==> src/rtl/branch_ctrl.sv <==
// Branch/flow-control unit ahead of fetch: decodes flow ops, holds Z/C flags and a
// hardware return-address stack, and drives a same-cycle redirect (B1_OUT/PC_VAL).
module branch_ctrl #(
  parameter int unsigned DEPTH = 8
) (
  input  logic        clk,
  input  logic        nreset,
  input  logic [17:0] INSTR,
  input  logic        VALID,
  input  logic [10:0] PC,
  input  logic        FLAG_WE,
  input  logic        Z_IN,
  input  logic        C_IN,
  output logic [6:0]  TYPE,
  output logic        B1_OUT,
  output logic [10:0] PC_VAL,
  output logic        ZF,
  output logic        CF,
  output logic        STK_OVF,
  output logic        STK_UNF
);

  localparam int unsigned IdxW = (DEPTH > 1) ? $clog2(DEPTH) : 1;
  // One extra bit so SP can represent the full (DEPTH) state.
  localparam int unsigned SpW  = IdxW + 1;

  typedef enum logic [2:0] {
    OpJmp  = 3'b000,
    OpJz   = 3'b001,
    OpJnz  = 3'b010,
    OpJc   = 3'b011,
    OpJnc  = 3'b100,
    OpCall = 3'b101,
    OpRet  = 3'b110,
    OpNop  = 3'b111
  } flow_op_e;

  logic [SpW-1:0]  sp_q, sp_d;
  logic            zf_q, zf_d;
  logic            cf_q, cf_d;
  logic            ovf_q, ovf_d;
  logic            unf_q, unf_d;
  logic [10:0]     stack_q [DEPTH];

  logic [10:0]     addr;
  logic            is_flow;
  flow_op_e        op;
  logic            cond;
  logic            stk_empty;
  logic            stk_full;
  logic [SpW-1:0]  sp_dec;
  logic [IdxW-1:0] top_idx;
  logic [IdxW-1:0] push_idx;
  logic [10:0]     top_val;
  logic [10:0]     pc_inc;
  logic            act_call;
  logic            act_ret;
  logic            push;
  logic            pop;

  assign TYPE    = INSTR[17:11];
  assign addr    = INSTR[10:0];
  assign is_flow = INSTR[17];
  assign op      = flow_op_e'(INSTR[13:11]);

  assign stk_empty = (sp_q == '0);
  assign stk_full  = (sp_q == SpW'(DEPTH));
  assign sp_dec    = sp_q - SpW'(1);
  assign top_idx   = sp_dec[IdxW-1:0];
  assign push_idx  = sp_q[IdxW-1:0];
  assign top_val   = stack_q[top_idx];
  assign pc_inc    = PC + 11'd1;

  // Conditions look only at registered flags; Z_IN/C_IN are never bypassed.
  always_comb begin
    cond = 1'b0;
    unique case (op)
      OpJmp:  cond = 1'b1;
      OpJz:   cond = zf_q;
      OpJnz:  cond = ~zf_q;
      OpJc:   cond = cf_q;
      OpJnc:  cond = ~cf_q;
      OpCall: cond = 1'b1;
      OpRet:  cond = ~stk_empty;
      OpNop:  cond = 1'b0;
    endcase
  end

  assign act_call = nreset & VALID & is_flow & (op == OpCall);
  assign act_ret  = nreset & VALID & is_flow & (op == OpRet);
  assign push     = act_call & ~stk_full;
  assign pop      = act_ret & ~stk_empty;

  // Redirect outputs; gated by nreset so nothing is taken while held in reset.
  always_comb begin
    B1_OUT = nreset & VALID & is_flow & cond;
    PC_VAL = addr;
    if (is_flow && (op == OpRet)) begin
      PC_VAL = top_val;
    end
  end

  always_comb begin
    sp_d  = sp_q;
    zf_d  = zf_q;
    cf_d  = cf_q;
    ovf_d = ovf_q;
    unf_d = unf_q;
    if (FLAG_WE) begin
      zf_d = Z_IN;
      cf_d = C_IN;
    end
    if (push) begin
      sp_d = sp_q + SpW'(1);
    end else if (pop) begin
      sp_d = sp_dec;
    end
    if (act_call && stk_full) begin
      ovf_d = 1'b1;
    end
    if (act_ret && stk_empty) begin
      unf_d = 1'b1;
    end
  end

  always_ff @(posedge clk or negedge nreset) begin
    if (!nreset) begin
      sp_q  <= '0;
      zf_q  <= 1'b0;
      cf_q  <= 1'b0;
      ovf_q <= 1'b0;
      unf_q <= 1'b0;
    end else begin
      sp_q  <= sp_d;
      zf_q  <= zf_d;
      cf_q  <= cf_d;
      ovf_q <= ovf_d;
      unf_q <= unf_d;
    end
  end

  // Stack storage needs no reset: entries above SP are never read.
  always_ff @(posedge clk) begin
    if (push) begin
      stack_q[push_idx] <= pc_inc;
    end
  end

  assign ZF      = zf_q;
  assign CF      = cf_q;
  assign STK_OVF = ovf_q;
  assign STK_UNF = unf_q;

endmodule

==> config.mk <==
export PLATFORM = sky130hd
export DESIGN_NAME = branch_ctrl
export DESIGN_NICKNAME = d
export VERILOG_FILES = /design/src/rtl/branch_ctrl.sv
export SDC_FILE = /design/constraint.sdc
export NUM_CORES = 1
export LEC_CHECK = 0
export ABC_AREA = 0
export CORE_MARGIN = 10
export CORE_UTILIZATION = 35
export DETAILED_ROUTE_END_ITERATION = 16
export HOLD_SLACK_MARGIN = 0.05
export PLACE_DENSITY = 0.55
export REMOVE_ABC_BUFFERS = 1
export SETUP_SLACK_MARGIN = 0.5
export SLEW_MARGIN = 15
export SYNTH_ARGS = -nofsm -noshare
export SYNTH_HDL_FRONTEND = slang
export SYNTH_SLANG_ARGS = --single-unit
==> constraint.sdc <==
create_clock -name clk -period 2.71 [get_ports clk]
set_input_delay 0.542 -clock clk [delete_from_list [all_inputs] [get_ports clk]]
set_output_delay 0.542 -clock clk [all_outputs]
set_load 0.01 [all_outputs]
==> metrics <==
Synth async-reset ratio=under 10%; design area=0.00611 mm²; die width=131 µm; vias=2829; vias in the first global route=3073; top-area cell type share of the netlist area=61.0%; Final HPWL DP=7250 µm; final setup violation count=0; largest area contributor in the netlist=edfxtp_1; antenna viol nets, final=0; clock power share=roughly 22%; Avg Cell Area, Syn=~15 µm²; Vias/cell=4.98; FF-to-FF Start=sp_q[1]$_DFFE_PN0P_; relative slew slack=about 57%; grt ovf=0; GP Congestion=0.792; worst setup path category=reg -> out; # port buffers=51; source of the critical timing path=sp_q[1]$_DFFE_PN0P_; sequential share of power=28.8%; Cells after Synth=297; initial core utilization=35.9%; Setup Skew=roughly 0.010 ns; first-pass GRT wire length=roughly 17000 µm; Post-synth EDFFs=88; commonest non-fill, non-tap cells in the layout=88 x edfxtp_1, 40 x buf_4, 34 x clkdlybuf4s50_1, 28 x mux2_2, 22 x nand2_1; setup tns final=0 ns; yosys warns=0; worst reg2reg path depth=8; DRC Markers=0; worst setup margin=0.0624 ns; net switching power figure=1.91 mW; Final period util=between 90% and 100%; Synth Register Bits=96; clk_lat worst skew=0.34 ns; status=complete, no violations; Finished Core Util=50.7%; Root Buffer=clkbuf_16; diode count=0; Final Hold Viols=0; Post-Route WL=11000 µm; ys flop type=edfxtp_1; fin crit period=2.65 ns; Reg2Reg Setup Slack=0.61 ns; Max Cap Viol=0; DP Worst Slack=-0.158 ns; core area=0.0121 mm²; DR iter-0 viols=238; Startpoint Class=flip-flop; Required @ worst endpoint=2.17 ns; area delta synth->final=41.0%; Total GRT Usage=12.6%; placed insts=539; CTS HTree Levels=3; drt pass-1 iters=4; Die H=131 µm; leakage=2.24 nW; row count=40; power per cell area=966 mW/mm²; actual slew at the worst max-slew pin=0.645 ns; # clock sinks=96; Worst-path clk slew=around 0.07 ns; hold crit path type=in -> async; Max VDD drop=0.429 mV; total power=5.90 mW; share of cells above drive strength 1=42.8%; initial antenna violation count=0; largest cells by area after synthesis=edfxtp_1 61%, mux2_2 12%, dfrtp_1 4.6%; number of distinct library cells after synthesis=39; achievable frequency=0.378 GHz; Comb power frac=approximately half; die area=around 0.017 mm²; final non-filler cell total=568; Slew Viols, Final=0; FF-to-FF End=stack_q[2][0]$_DFFE_PP_; switching share of power=32.3%; synthesized area=0.00433 mm²; clk buf depth=2; CP Max Fanout=6; critical path arrival=approximately 2.1 ns; Crit. End Element=output port; TritonCTS clock tree=done; unrepaired setup endpoints after global routing=true; post-place instance area=0.00532 mm²; sequential share of the synthesized area=65.6%; Routed WL per cell=19.3 µm; most common cell after layout, fill and taps aside=edfxtp_1; Hold WS=between 0.04 and 0.05 ns; num ports=58; nets=433; largest net degree at the start of global routing=19; clock buffer count from CTS=9; fillers=slightly above 1000; P_int=4.00 mW
## worst max-delay path by stage
stage           endpoint  depth (start not counted)
6_report       PC_VAL[3]                          9
5_1_grt        PC_VAL[2]                          9
3_5_place_dp   PC_VAL[3]                          6
2_1_floorplan  PC_VAL[9]                          5
4_1_cts        PC_VAL[5]                          8
3_3_place_gp   PC_VAL[3]                          6
## per-layer routing
metal	share of wire (%)	GRT usage (%)	up-vias	routed length (µm)
met5	0	0	-	0
met4	0.80	3.77	0	88
met1	41	14.9	1396	4500
met3	6.4	3.01	7	704
met2	52	22.0	79	5660
li1	-	-	1347	-
## registers in the layout, indices dropped and copies added, names as in the netlist
name     cells
stack_q     88
sp_q         4
CF           1
STK_OVF      1
STK_UNF      1
ZF           1
## repair_timing
item	CTS	global route
hold buffers	0	0
gates resized for setup	96	42
gates cloned	4	1
setup buffers	6	2
endpoints found under the setup margin	70	72
pin swaps	13	14
## cells in the mapped netlist, drive strengths merged, types with 3 or more instances
master	n
ha	3
nor3	5
nor2	5
inv	4
nand2	22
and4	3
xnor2	9
o31ai	11
o22ai	25
dfrtp	8
xor2	3
nand3	9
edfxtp	88
and3	3
buf	19
mux2	46
a21o	3
clkbuf	4
## cell families (layout without fill, tap and decap cells)
group / Yosys count / in the layout / synth area share [%]
buffers and inverters: 27 / 130 / 3.41
flip-flops: 96 / 96 / 65.6
adder cells (fa/ha/maj): 3 / 3 / 0.866
AO/OA/AOI/OAI: 51 / 51 / 8.06
AND/OR/NAND/NOR: 61 / 61 / 7.45
multiplexers: 47 / 47 / 12.2
XOR/XNOR: 12 / 12 / 2.43
## critical path, cell delays in order, from the launching register on
cell,delay [ns]
dfrtp_1,0.39
inv_2,0.09
ha_4,0.21
buf_8,0.14
buf_12,0.12
buf_16,0.13
mux2_4,0.30
o22ai_2,0.16
o31ai_1,0.08
buf_2,0.15
## power groups by stage
stage / logic (mW) / clock network, mW / registers [mW]
6_report: 2.89 / 1.31 / 1.70
5_1_grt: 3.07 / 1.39 / 1.71
4_1_cts: 2.71 / 1.33 / 1.70
3_5_place_dp: 1.96 / 0 / 1.72
3_3_place_gp: 1.96 / 0 / 1.72
2_1_floorplan: 1.06 / 0 / 1.75
## area by class of cell
type	count	area (µm²)	share of cell area, %
sequential	96	2840	46.5
multi-input combinational	174	1660	27.1
timing repair buffer	110	1070	17.6
clock buffer	9	225	3.69
tap	168	210	3.44
clock inverter	7	85.1	1.39
inverter	4	15.0	0.246
Power figures use the tool's default switching activity.
